**src/rtl/fetch_unit.sv**
```systemverilog
// Instruction-fetch datapath (PC, MAR, MBR, IR) driven by CU strobes; all outputs registered, one edge after strobe.
// No backpressure: the CU owns sequencing. Optional sticky PC-wrap flag under FU_PC_WRAP_FLAG_EN.
module fetch_unit #(
  parameter int DATA_W = 8,
  parameter int ADDR_W = 8,
  parameter logic [ADDR_W-1:0] RESET_PC = '0,
  parameter int CNT_W = 16
) (
  input  logic              fu_clk,
  input  logic              fu_rst,
  input  logic              mar_we,
  input  logic              mar_sel,
  input  logic              pc_inc,
  input  logic              pc_load,
  input  logic [ADDR_W-1:0] pc_ld_val,
  input  logic              mbr_we,
  input  logic              mbr_mux,
  input  logic [DATA_W-1:0] st_data,
  input  logic              ir_we,
  input  logic [DATA_W-1:0] ram_rdata,
  input  logic              err_clr,
  output logic [ADDR_W-1:0] ram_addr,
  output logic [DATA_W-1:0] fu_ir,
  output logic [DATA_W-1:0] fu_mbr,
  output logic [ADDR_W-1:0] fu_pc,
  output logic [CNT_W-1:0]  fu_icount,
  output logic              fu_err,
  output logic              fu_wrap
);

  logic [ADDR_W-1:0] pc, mar, pc_next, mar_src;
  logic [DATA_W-1:0] mbr, ir, mbr_src;
  logic [CNT_W-1:0]  icount;
  logic              err, err_set;

  always_comb begin
    mar_src = mar_sel ? {{(ADDR_W-4){1'b0}}, ir[3:0]} : pc;
    mbr_src = mbr_mux ? st_data : ram_rdata;
    pc_next = pc;
    if (pc_load)
      pc_next = pc_ld_val;
    else if (pc_inc)
      pc_next = pc + ADDR_W'(1);
    // operand fetch with an empty IR means the CU skipped the instruction fetch
    err_set = (pc_load & pc_inc) | (mar_we & mar_sel & (ir == '0));
  end

  always_ff @(posedge fu_clk or posedge fu_rst) begin
    if (fu_rst) begin
      pc     <= RESET_PC;
      mar    <= '0;
      mbr    <= '0;
      ir     <= '0;
      icount <= '0;
      err    <= 1'b0;
    end else begin
      pc <= pc_next;
      if (mar_we) mar <= mar_src;
      if (mbr_we) mbr <= mbr_src;
      if (ir_we)  ir  <= mbr;
      if (ir_we && icount != '1) icount <= icount + CNT_W'(1);
      if (err_set)
        err <= 1'b1;
      else if (err_clr)
        err <= 1'b0;
    end
  end

`ifdef FU_PC_WRAP_FLAG_EN
  logic wrap, wrap_set;
  assign wrap_set = pc_inc & ~pc_load & (pc == '1);

  always_ff @(posedge fu_clk or posedge fu_rst) begin
    if (fu_rst)
      wrap <= 1'b0;
    else if (wrap_set)
      wrap <= 1'b1;
    else if (err_clr)
      wrap <= 1'b0;
  end

  assign fu_wrap = wrap;
`else
  assign fu_wrap = 1'b0;
`endif

  assign ram_addr  = mar;
  assign fu_ir     = ir;
  assign fu_mbr    = mbr;
  assign fu_pc     = pc;
  assign fu_icount = icount;
  assign fu_err    = err;

endmodule

```
**config.mk**
```make
export PLATFORM = sky130hd
export DESIGN_NAME = fetch_unit
export DESIGN_NICKNAME = d
export VERILOG_FILES = /design/src/rtl/fetch_unit.sv
export SDC_FILE = /design/constraint.sdc
export NUM_CORES = 1
export LEC_CHECK = 0
export BUFFER_PORTS_ARGS = -buffer_cell sky130_fd_sc_hd__buf_4
export CAP_MARGIN = 20
export CORE_ASPECT_RATIO = 0.9
export CORE_MARGIN = 2
export CORE_UTILIZATION = 35
export CTS_BUF_LIST = sky130_fd_sc_hd__clkbuf_8 sky130_fd_sc_hd__clkbuf_16
export CTS_CLUSTER_DIAMETER = 80
export DETAILED_ROUTE_END_ITERATION = 12
export PLACE_DENSITY = 0.66
export SETUP_SLACK_MARGIN = 0.15
export SLEW_MARGIN = 20
export SYNTH_ARGS = -nofsm -noshare
export SYNTH_HDL_FRONTEND = slang
export SYNTH_SLANG_ARGS = --single-unit
```
**constraint.sdc**
```tcl
create_clock -name fu_clk -period 3.47 [get_ports fu_clk]
set_input_delay 0.347 -clock fu_clk [delete_from_list [all_inputs] [get_ports fu_clk]]
set_output_delay 0.347 -clock fu_clk [all_outputs]
set_load 0.01 [all_outputs]
```
Word-level counts from Yosys, hierarchy flattened
Cells that the tools add are included.

storage, ports and cells
  register bits = 49
  logic and storage cells = 23

cells by class
  bitwise operators = 4
  $add $sub $neg = 2
  mux-type cells = 6
  reduce and logical (&&, ||, !) cells = 4
  equality and inequality tests = 1

operator list
  operator                                        count
  2-to-1 mux 8 bit                                4
  adder 16 x 1 -> 16 bit (second input constant)  1
  inequality test 16 bit (second input constant)  1
  adder 8 x 1 -> 8 bit (second input constant)    1
  zero test 8 bit                                 1
  nonzero test 2 bit                              2
  AND 1 bit                                       3
  2-to-1 mux 1 bit                                2
  logical AND 1 bit                               1
  bitwise OR 1 bit                                1

Longest topological paths before layout
Gate-level depths: netlist (run 1).

  depth in word-level cells = 4
  depth in mapped cells = 5

Worst setup path after synthesis (run 1)
No wires, ideal clock.

  path kind = register to register
  from = reg icount[0], in the netlist fu_icount[0]
  to = reg icount[1], in the netlist fu_icount[1]
  library setup time = 0.125 ns
  arrival time = 1.630 ns
  data required time = 3.345 ns
  setup slack = 1.715 ns
  cell stages (with the launch flop) = 6
  cells stage by stage = dfrtp_1 > ha_1 > nand2_1 > nor3_1 > a31o_2 > mux2_2

between the ends
  longest elaborated chain between the ends = 2
  elaborated cells between the ends (all ways) = 3

ends and longest elaborated chain
  what                                                            RTL line  source
  start: declaration                                              33        logic [CNT_W-1:0] icount;
  start signal: assignment                                        61        if (ir_we && icount != '1) icount <= icount + CNT_W'(1);
  branches (longest 2 deep; another with adder 16 x 1 -> 16 bit)  --

Several ways; the timed one is not identified.
A chain may end at the register's enable or synchronous reset.

Final worst setup path (run 1)
Same ends and word-level chain as after synthesis.

==> run metrics, run 1 <==
run status finished, final reports clean; first-pass GRT wire length 8024 µm; antenna violations before repair 0; diodes inserted 0; combined global-route utilization of all metal layers 0.1458; number of core rows 27; worst clock skew around 7.5 ps; core area 6182 µm²; die area approximately 7200 µm²; 1st-pass router iterations 4; syn avg cell area 10.72 µm²; peak clock frequency supported by timing 0.5285 GHz; Pins Over Slew Limit 0; compound-cell area share of the yosys netlist 0.07819; hold buffers post-CTS 0; I/O pin count 84; fraction of final layout cells with drive strength greater than 1 0.3574; H-tree depth 2; post-CTS clock slew at the launch and capture registers of the worst setup and hold paths 90 ps; HPWL after detailed placement approximately 3700 µm; TritonCTS clock tree done; critical path class flip-flop to flip-flop; post-synthesis share of cell area spent on and, or, nand and nor gates 0.1547; Synthesis Warnings 0; GRT Residual Overflow 0; type of element launching the critical path flip-flop; internal power contribution between 1000 and 1500 µW; cell accounting for the most synthesized area sky130_fd_sc_hd__dfrtp_1; cells resized by post-CTS repair 0; total via count in the routed design between 1500 and 2000; fraction of synthesized cell area in xor and xnor cells 0.07324; fraction of synthesized area in multiplexers 0.1068; via count of the first global-routing pass 1711; total clock buffers created by CTS 5; VDD IR-drop max 0.1525 mV; endpoint arrival time on the critical path 2070 ps; Slowest-stage cell, CP sky130_fd_sc_hd__nor3_1; part of the total power dissipated in the clock network 0.227; transition at the pin with the smallest max-transition slack approximately 830 ps; Residual DRC 0; horizontal die dimension between 80 and 90 µm; total negative slack 0 ps; fraction of the yosys area taken by sequential cells 0.5396; most common library cells after synthesis 49 x sky130_fd_sc_hd__dfrtp_1, 20 x sky130_fd_sc_hd__nand2_1, 15 x sky130_fd_sc_hd__a21oi_1, 14 x sky130_fd_sc_hd__nor2_1, 13 x sky130_fd_sc_hd__mux2i_1; overall die height 80.44 µm; Worst Path Buf+Inv 0; maximum net fanout on the critical path 5; Synth Net Count 248; Net Switching 458.8 µW; critical path cell sequence ha_1 > nand2_1 > nor3_1 > a31o_2 > mux2_2; max-cap violation count 0; Synth Cell Area 2272 µm²; synthesized-area fraction occupied by adder cells 0.01101; count of placed standard cells including taps 371; worst setup slack before clock tree synthesis 1572 ps; top-count cell post-synth sky130_fd_sc_hd__dfrtp_1; Relative slew margins 0.4475; violation count after the first detailed-route iteration 55; setup violation total in the final timing report 0; final core area utilization 0.4928; synthesis-stage register bit count 49; number of port buffers 82; largest net degree at the start of global routing 50; total of fill cells in the finished design a little over 600; crit path time final 1892 ps; logic gate share of total power 0.265; power density of the placed cells 489.6 nW/µm²; Tcrit/Tclk final 0.5453; number of nets still failing antenna checks after routing 0; most frequently used flop master after synthesis sky130_fd_sc_hd__dfrtp_1; portion of total power attributed to sequential cells 0.508; dominant combinational cell family by area after synthesis simple AND/OR/NAND/NOR gates; post-layout instance area around 3000 µm²; worst stage delay on the critical path 430 ps; Crit. End Element flip-flop; cell types with the largest area share after synthesis sky130_fd_sc_hd__dfrtp_1 54%, sky130_fd_sc_hd__mux2i_1 5.7%, sky130_fd_sc_hd__mux2_2 5.0%; Post-synth EDFFs 0; number of distinct library cells after synthesis 31; final std cells w/o fill 378; Lkg Pwr 0.001452 µW; share of async-settable or async-resettable flops after synthesis 1.000; Worst-Skew Late Latency approximately 300 ps; number of post-CTS setup repair buffers 0; final critical-path setup slack roughly 1600 ps; final weighted congestion of routability-driven global placement between 0.7 and 0.8; final WL 4921 µm; switching power as a share of total power 0.3075; Top delay family on crit path simple AND/OR/NAND/NOR gates; critical path required time between 3000 and 4000 ps; proportion of netlist area held by the largest area contributor 0.5396; unrepaired setup endpoints after global routing no; # clock sinks 49; layout overhead on the synthesized area 34.09%; endpoints failing hold 0; Placed Area 2955 µm²; post-synthesis cell count about 210; nets@finish 327; Hold Crit Class input pin to async pin; maximum clock insertion buffer count 2; drt via density about 4.7; initial core utilization 0.3675; master cell of the clock root buffer sky130_fd_sc_hd__clkbuf_8; Routed wire per std cell 13.02 µm
[worst paths after layout]
| check | startpoint | endpoint | slack (ps) | depth (start not counted) |
|---|---|---|---|---|
| setup / recovery | fu_icount[0]$_DFFE_PP0P_ | fu_icount[1]$_DFFE_PP0P_ | 1580 | 5 |
| hold reg to reg | fu_icount[6]$_DFFE_PP0P_ | fu_icount[6]$_DFFE_PP0P_ | 520 | 1 |
| min in group fu_clk | pc_ld_val[6] | fu_pc[6]$_DFFE_PP0P_ | 250 | 3 |
| setup reg to reg | fu_icount[0]$_DFFE_PP0P_ | fu_icount[1]$_DFFE_PP0P_ | 1580 | 5 |
| max in group asynchronous | fu_rst | fu_icount[0]$_DFFE_PP0P_ | 2790 | 2 |
| hold / removal | fu_rst | fu_pc[7]$_DFFE_PP0P_ | 180 | 2 |
[placed cells by master (no fill, tap or decap), drive strengths merged, types with 2 or more instances in the layout]
cell type	netlist	final
dfrtp	49	49
nor4	6	6
and3	4	4
nand3	4	4
a21oi	15	15
mux2	10	10
nand4	7	7
nor3	5	5
clkbuf	8	6
o21ai	10	10
xnor2	7	7
nand2	20	20
o22ai	3	3
and4	3	3
inv	10	9
buf	2	82
nor2	14	14
ha	2	2
xor2	12	12
mux2i	13	13
[stage by stage]
step           power, µW  hold slack (ps)
2_1_floorplan      952.3            455.4
3_3_place_gp        1164            495.4
3_5_place_dp        1171            500.5
4_1_cts             1517            241.8
5_1_grt             1591            247.2
6_report            1492            182.7
[area by class of cell]
class	instances	area [µm²]	area share
clock inverter	1	7.507	0.002464
timing repair buffer	82	615.6	0.2021
sequential	49	1226	0.4025
inverter	10	38.79	0.01273
tap	87	108.9	0.03573
clock buffer	6	82.58	0.02710
multi-input combinational	143	967.2	0.3175
[power groups by stage]
stage          logic, µW  clock network (µW)  registers [µW]
2_1_floorplan        161                   0             791
3_3_place_gp         399                   0             765
3_5_place_dp         402                   0             769
4_1_cts              403                 355             759
5_1_grt              438                 379             774
6_report             396                 338             758
[sequential cells by signal (all words and copies together), names as in the netlist]
name	cells
fu_err	1
fu_icount	16
fu_ir	8
fu_mbr	8
fu_pc	8
ram_addr	8
[worst reg2reg max path: stages, from the launching register on]
cell and delay, ps:
sky130_fd_sc_hd__dfrtp_1 420, sky130_fd_sc_hd__ha_1 210, sky130_fd_sc_hd__nand2_1 120, sky130_fd_sc_hd__nor3_1 430, sky130_fd_sc_hd__a31o_2 260, sky130_fd_sc_hd__mux2_2 340
[per-layer routing]
metal	vias up	track usage	wire [µm]
li1	900	-	-
met1	818	0.1968	2262
met2	50	0.2209	2270
met3	7	0.03700	298
met4	0	0.06269	90
met5	-	0	0
[cell families after synthesis]
logic type,after synthesis
and+or+nand+nor,67
DFF,49
AOI/OAI and AO/OA,31
muxes,23
buffers and inverters,20
xor gates and xnor gates,19
adders and majority gates,2
other,1
Power figures use the tool's default switching activity.
==> inputs of run 2 (changes only) <==
--- a/config.mk
+++ b/config.mk
@@ -13,7 +13,7 @@
 export CTS_BUF_LIST = sky130_fd_sc_hd__clkbuf_8 sky130_fd_sc_hd__clkbuf_16
 export CTS_CLUSTER_DIAMETER = 80
 export DETAILED_ROUTE_END_ITERATION = 12
-export PLACE_DENSITY = 0.66
+export PLACE_DENSITY = 0.68
 export SETUP_SLACK_MARGIN = 0.15
 export SLEW_MARGIN = 20
 export SYNTH_ARGS = -nofsm -noshare
==> constraint.sdc (replaced) <==
create_clock -name fu_clk -period 1.6 [get_ports fu_clk]
set_input_delay 0.16 -clock fu_clk [delete_from_list [all_inputs] [get_ports fu_clk]]
set_output_delay 0.16 -clock fu_clk [all_outputs]
set_load 0.01 [all_outputs]
==> run 2 against run 1 <==
Clock power increased by 130%. Clock skew increased by 4.1 ps. Highest routed layer unchanged. Largest power group unchanged. Global-route usage increased by 1.3 points. Critical endpoint is now fu_icount[6]$_DFFE_PP0P_. Register-to-register slack got worse by 1500 ps.
==> run metrics, run 2 (same netlist as run 1, synthesis figures left out) <==
violation count after the first detailed-route iteration 83; run status finished, final reports clean; total clock buffers created by CTS 5; Worst-Skew Late Latency 300 ps; VDD IR-drop max approximately 0.43 mV; Tcrit/Tclk final 0.9477; setup violation total in the final timing report 0; die area between 7000 and 8000 µm²; I/O pin count 84; post-CTS clock slew at the launch and capture registers of the worst setup and hold paths 100 ps; Routed wire per std cell between 10 and 15 µm; drt via density 4.844; max-cap violation count 0; worst stage delay on the critical path approximately 600 ps; first-pass GRT wire length 8804 µm; final core area utilization 0.5556; launch instance of the worst min-delay path pc_ld_val[0]; most frequent standard cell in the layout excluding fill and tap cells sky130_fd_sc_hd__buf_4; largest net degree at the start of global routing 34; layout overhead on the synthesized area 51.16%; horizontal die dimension 88.93 µm; power density of the placed cells 1047 nW/µm²; count of placed standard cells including taps 386; Pins Over Slew Limit 0; combined global-route utilization of all metal layers 0.1590; Lkg Pwr 0.001639 µW; master cell of the clock root buffer sky130_fd_sc_hd__clkbuf_8; peak clock frequency supported by timing 0.6595 GHz; diodes inserted 0; Hold Crit Class input pin to flip-flop; overall die height a little over 80 µm; total via count in the routed design between 1500 and 2000; total of fill cells in the finished design 558; crit path time final 1516 ps; # clock sinks 49; Critical Path Source fu_icount[8]$_DFFE_PP0P_; GRT Residual Overflow 0; Residual DRC 0; maximum clock insertion buffer count 2; critical path required time 1830 ps; antenna violations before repair 0; top library cells by usage in the layout, fill and taps aside 110 x sky130_fd_sc_hd__buf_4, 43 x sky130_fd_sc_hd__dfrtp_1, 19 x sky130_fd_sc_hd__nand2_1, 14 x sky130_fd_sc_hd__a21oi_1; final weighted congestion of routability-driven global placement 0.8271; fraction of final layout cells with drive strength greater than 1 0.4876; final std cells w/o fill 409; nets@finish 357; via count of the first global-routing pass 1888; core area 6182 µm²; endpoints failing hold 0; max reg flops 16; HPWL after detailed placement 4044 µm; critical path class flip-flop to flip-flop; endpoint arrival time on the critical path 1750 ps; worst clock skew 11.67 ps; number of port buffers 82; minimum hold slack 57.73 ps; critical path cell sequence nand4_4 > or4b_4 > buf_4 > nand3_2 > xnor2_1; number of core rows 27; type of element launching the critical path flip-flop; startpoint of the worst-slack reg-to-reg timing path fu_icount[8]$_DFFE_PP0P_; Slowest-stage cell, CP sky130_fd_sc_hd__or4b_4; Crit. End Element flip-flop; unrepaired setup endpoints after global routing yes; H-tree depth 2; initial core utilization 0.3675; number of nets still failing antenna checks after routing 0; maximum net fanout on the critical path 4; TritonCTS clock tree done; final WL 5609 µm; 1st-pass router iterations 4
==> run 2: worst max-delay path: cells and delay by family (launching register included) <==
family / cells / cell delay [ps]
and+or+nand+nor: 3 / 770
DFF: 1 / 420
buffers and inverters: 1 / 170
xor gates and xnor gates: 1 / 110
==> run 2: worst paths after layout <==
| path | to | slack [ps] | depth (start not counted) |
|---|---|---|---|
| max | fu_icount[6]$_DFFE_PP0P_ | 80 | 5 |
| min | fu_pc[0]$_DFFE_PP0P_ | 60 | 3 |
| max reg2reg | fu_icount[6]$_DFFE_PP0P_ | 80 | 5 |
| min reg2reg | ram_addr[7]$_DFFE_PP0P_ | 530 | 2 |
| max in group asynchronous | fu_ir[4]$_DFFE_PP0P_ | 680 | 4 |
| min in group asynchronous | fu_icount[9]$_DFFE_PP0P_ | 400 | 3 |
==> run 2: routing by layer <==
metal	part of all wire	vias up	wire, µm	GRT usage
li1	-	960	-	-
met1	0.45	963	2498	0.2119
met2	0.49	53	2753	0.2545
met3	0.052	5	294	0.04214
met4	0.011	0	63	0.04478
met5	0	-	0	0
==> run 2: through the flow <==
step	worst slack, ps	TNS (ps)	total power (µW)	area [µm²]
floorplan	4.623	0	2126	2315
global placement	28.05	0	2704	3123
detailed placement	-31.84	-45.08	2730	3123
CTS	67.39	0	3603	3356
global route	22.42	0	3812	3435
finish	83.68	0	3597	3435
==> run 2: cell type report <==
cell class	instances	area, µm²	area share
inverter	10	37.54	0.01093
tap	87	108.9	0.03169
timing repair buffer	112	855.8	0.2492
multi-input combinational	143	1100	0.3202
clock inverter	2	16.27	0.004736
sequential	49	1234	0.3592
clock buffer	6	82.58	0.02404
==> run 2: where the power goes <==
part	total, µW	switching, µW	leakage, µW	internal, µW
combinational	1200	540	0.00101	660
clock	785	429	0.0000478	357
sequential	1610	177	0.000582	1430
==> run 2: what timing repair did <==
action | 4_1_cts | 5_1_grt
resized for setup | 6 | 13
hold buffers | 1 | 0
buffers inserted | 12 | 2
pin swaps | 9 | 6
endpoints found under the hold margin | 16 | 0
setup endpoints to repair | 12 | 13
==> inputs of run 3 (changes only) <==
--- a/config.mk
+++ b/config.mk
@@ -8,7 +8,6 @@
 export BUFFER_PORTS_ARGS = -buffer_cell sky130_fd_sc_hd__buf_4
 export CAP_MARGIN = 20
 export CORE_ASPECT_RATIO = 0.9
-export CORE_MARGIN = 2
 export CORE_UTILIZATION = 35
 export CTS_BUF_LIST = sky130_fd_sc_hd__clkbuf_8 sky130_fd_sc_hd__clkbuf_16
 export CTS_CLUSTER_DIAMETER = 80
==> run 3 against run 2 <==
Worst setup slack got worse by 40 ps. Cell area increased by 0.87%. Clock power decreased by 2%. Critical endpoint is now fu_icount[5]$_DFFE_PP0P_. Combinational power increased by 4%. Clock skew about the same. Fmax decreased by 2.6%. Critical path type unchanged. First-iteration DRC count decreased by 22%. Via count decreased by 2.3%. Highest routed layer unchanged. Sequential power about the same. Hold slack improved by 8.7 ps. Register-to-register slack got worse by 40 ps. Flip-flop and latch count unchanged.
==> run metrics, run 3 (same netlist as run 1, synthesis figures left out) <==
run status finished, final reports clean; number of nets still failing antenna checks after routing 0; internal power contribution 2482 µW; Pins Over Slew Limit 0; part of the total power dissipated in the clock network 0.211; logic gate share of total power 0.344; setup violation total in the final timing report 0; first-pass GRT wire length just over 9000 µm; overall die height 78.44 µm; # clock sinks 49; H-tree depth 2; HPWL after detailed placement 3966 µm; Pwr Total 3636 µW; diodes inserted 0; Hold Crit Class input pin to flip-flop; switching power as a share of total power 0.3173; number of core rows 27; Residual DRC 0; Tcrit/Tclk final 0.9728; critical path class flip-flop to flip-flop; total via count in the routed design 1935; drt via density 4.708; total of fill cells in the finished design approximately 560; portion of total power attributed to sequential cells 0.445; FF/Latch Area 1235 µm²; initial core utilization 0.3675; TritonCTS clock tree done; fraction of final layout cells with drive strength greater than 1 0.4938; post-layout instance area 3465 µm²; crit path time final 1556 ps; combined global-route utilization of all metal layers 0.1714; power density of the placed cells 1050 nW/µm²; area used by multi-input combinational logic 1105 µm²; maximum net fanout on the critical path 4; final WL 5441 µm; layout overhead on the synthesized area 52.48%; 1st-pass router iterations 4; VDD IR-drop max 0.4240 mV; worst-case register-to-register setup slack 40 ps; violation count after the first detailed-route iteration 65; nets@finish roughly 360; GRT Residual Overflow 0; Placed Area roughly 3100 µm²; final weighted congestion of routability-driven global placement 0.7608; endpoints failing hold 0; master cell of the clock root buffer sky130_fd_sc_hd__clkbuf_8; Net Switching 1154 µW; post-CTS clock slew at the launch and capture registers of the worst setup and hold paths approximately 90 ps; Worst-Skew Late Latency about 310 ps; worst clock skew 11.73 ps; critical path required time 1840 ps; largest net degree at the start of global routing 34; I/O pin count 84; max-cap violation count 0; total clock buffers created by CTS 5; core area 6182 µm²; die area 6818 µm²; antenna violations before repair 0; number of port buffers 82; Lkg Pwr 0.001663 µW; Routed wire per std cell 13.24 µm; top library cells by usage in the layout, fill and taps aside 109 x sky130_fd_sc_hd__buf_4, 42 x sky130_fd_sc_hd__dfrtp_1, 19 x sky130_fd_sc_hd__nand2_1, 14 x sky130_fd_sc_hd__a21oi_1, 14 x sky130_fd_sc_hd__nor2_1; peak clock frequency supported by timing ~0.64 GHz; type of element launching the critical path flip-flop; horizontal die dimension 86.93 µm; max reg flops 16; via count of the first global-routing pass between 1500 and 2000; maximum clock insertion buffer count 2; unrepaired setup endpoints after global routing yes; Crit. End Element flip-flop; endpoint arrival time on the critical path 1790 ps; most frequent standard cell in the layout excluding fill and tap cells sky130_fd_sc_hd__buf_4
[run 3: layout make-up]
cell class / count / area share
tap: 87 / 0.03142
inverter: 10 / 0.01083
clock buffer: 6 / 0.02384
multi-input combinational: 143 / 0.3189
sequential: 49 / 0.3564
timing repair buffer: 114 / 0.2546
clock inverter: 2 / 0.003973
[run 3: worst paths after layout]
check,start,to,depth (start not counted)
worst max-delay path,fu_icount[6]$_DFFE_PP0P_,fu_icount[5]$_DFFE_PP0P_,4
worst min-delay path,pc_ld_val[5],fu_pc[5]$_DFFE_PP0P_,3
min in group asynchronous,fu_rst,fu_icount[12]$_DFFE_PP0P_,3
max in group asynchronous,fu_rst,fu_ir[4]$_DFFE_PP0P_,4
worst min register to register,ram_addr[7]$_DFFE_PP0P_,ram_addr[7]$_DFFE_PP0P_,2
worst max register to register,fu_icount[6]$_DFFE_PP0P_,fu_icount[5]$_DFFE_PP0P_,4
[run 3: timing repair]
action,4_1_cts,5_1_grt
setup buffers,11,5
endpoints found under the setup margin,13,13
resized for setup,9,13
hold endpoints to repair,16,0
hold buffers,1,0
pin swaps,8,10
[run 3: routing by layer]
metal  global-route usage  share of wire  vias up
met5                    0              0        -
met2               0.2850           0.49       50
met4              0.05500          0.013        0
met1               0.2194           0.45      910
met3              0.03996          0.048        6
li1                     -              -      969
[run 3: power groups by stage]
stage	Sequential (µW)	Clock, µW	Combinational, µW
finish	1620	766	1250
CTS	1620	794	1160
global placement	1610	0	1090
detailed placement	1620	0	1110
global route	1650	836	1360
floorplan	1730	0	392
[run 3: through the flow]
stage | cells | hold WS [ps] | setup WS (ps) | util | TNS (ps)
2_1_floorplan | 212 | 268.4 | 4.623 | - | 0
3_3_place_gp | 386 | 169.1 | 28.38 | 0.5052 | 0
3_5_place_dp | 386 | 172.0 | -8.763 | 0.5052 | -8.763
4_1_cts | 406 | 54.63 | 61.20 | 0.5432 | 0
5_1_grt | 411 | 62.25 | -2.153 | 0.5604 | -2.153
6_report | 411 | 66.44 | 43.58 | 0.5604 | 0
[run 3: worst max-delay path: stages (launching register included)]
cell	delay (ps)
sky130_fd_sc_hd__dfrtp_1	360
sky130_fd_sc_hd__and4_4	250
sky130_fd_sc_hd__or4b_4	510
sky130_fd_sc_hd__o2111ai_4	230
sky130_fd_sc_hd__xnor2_2	130
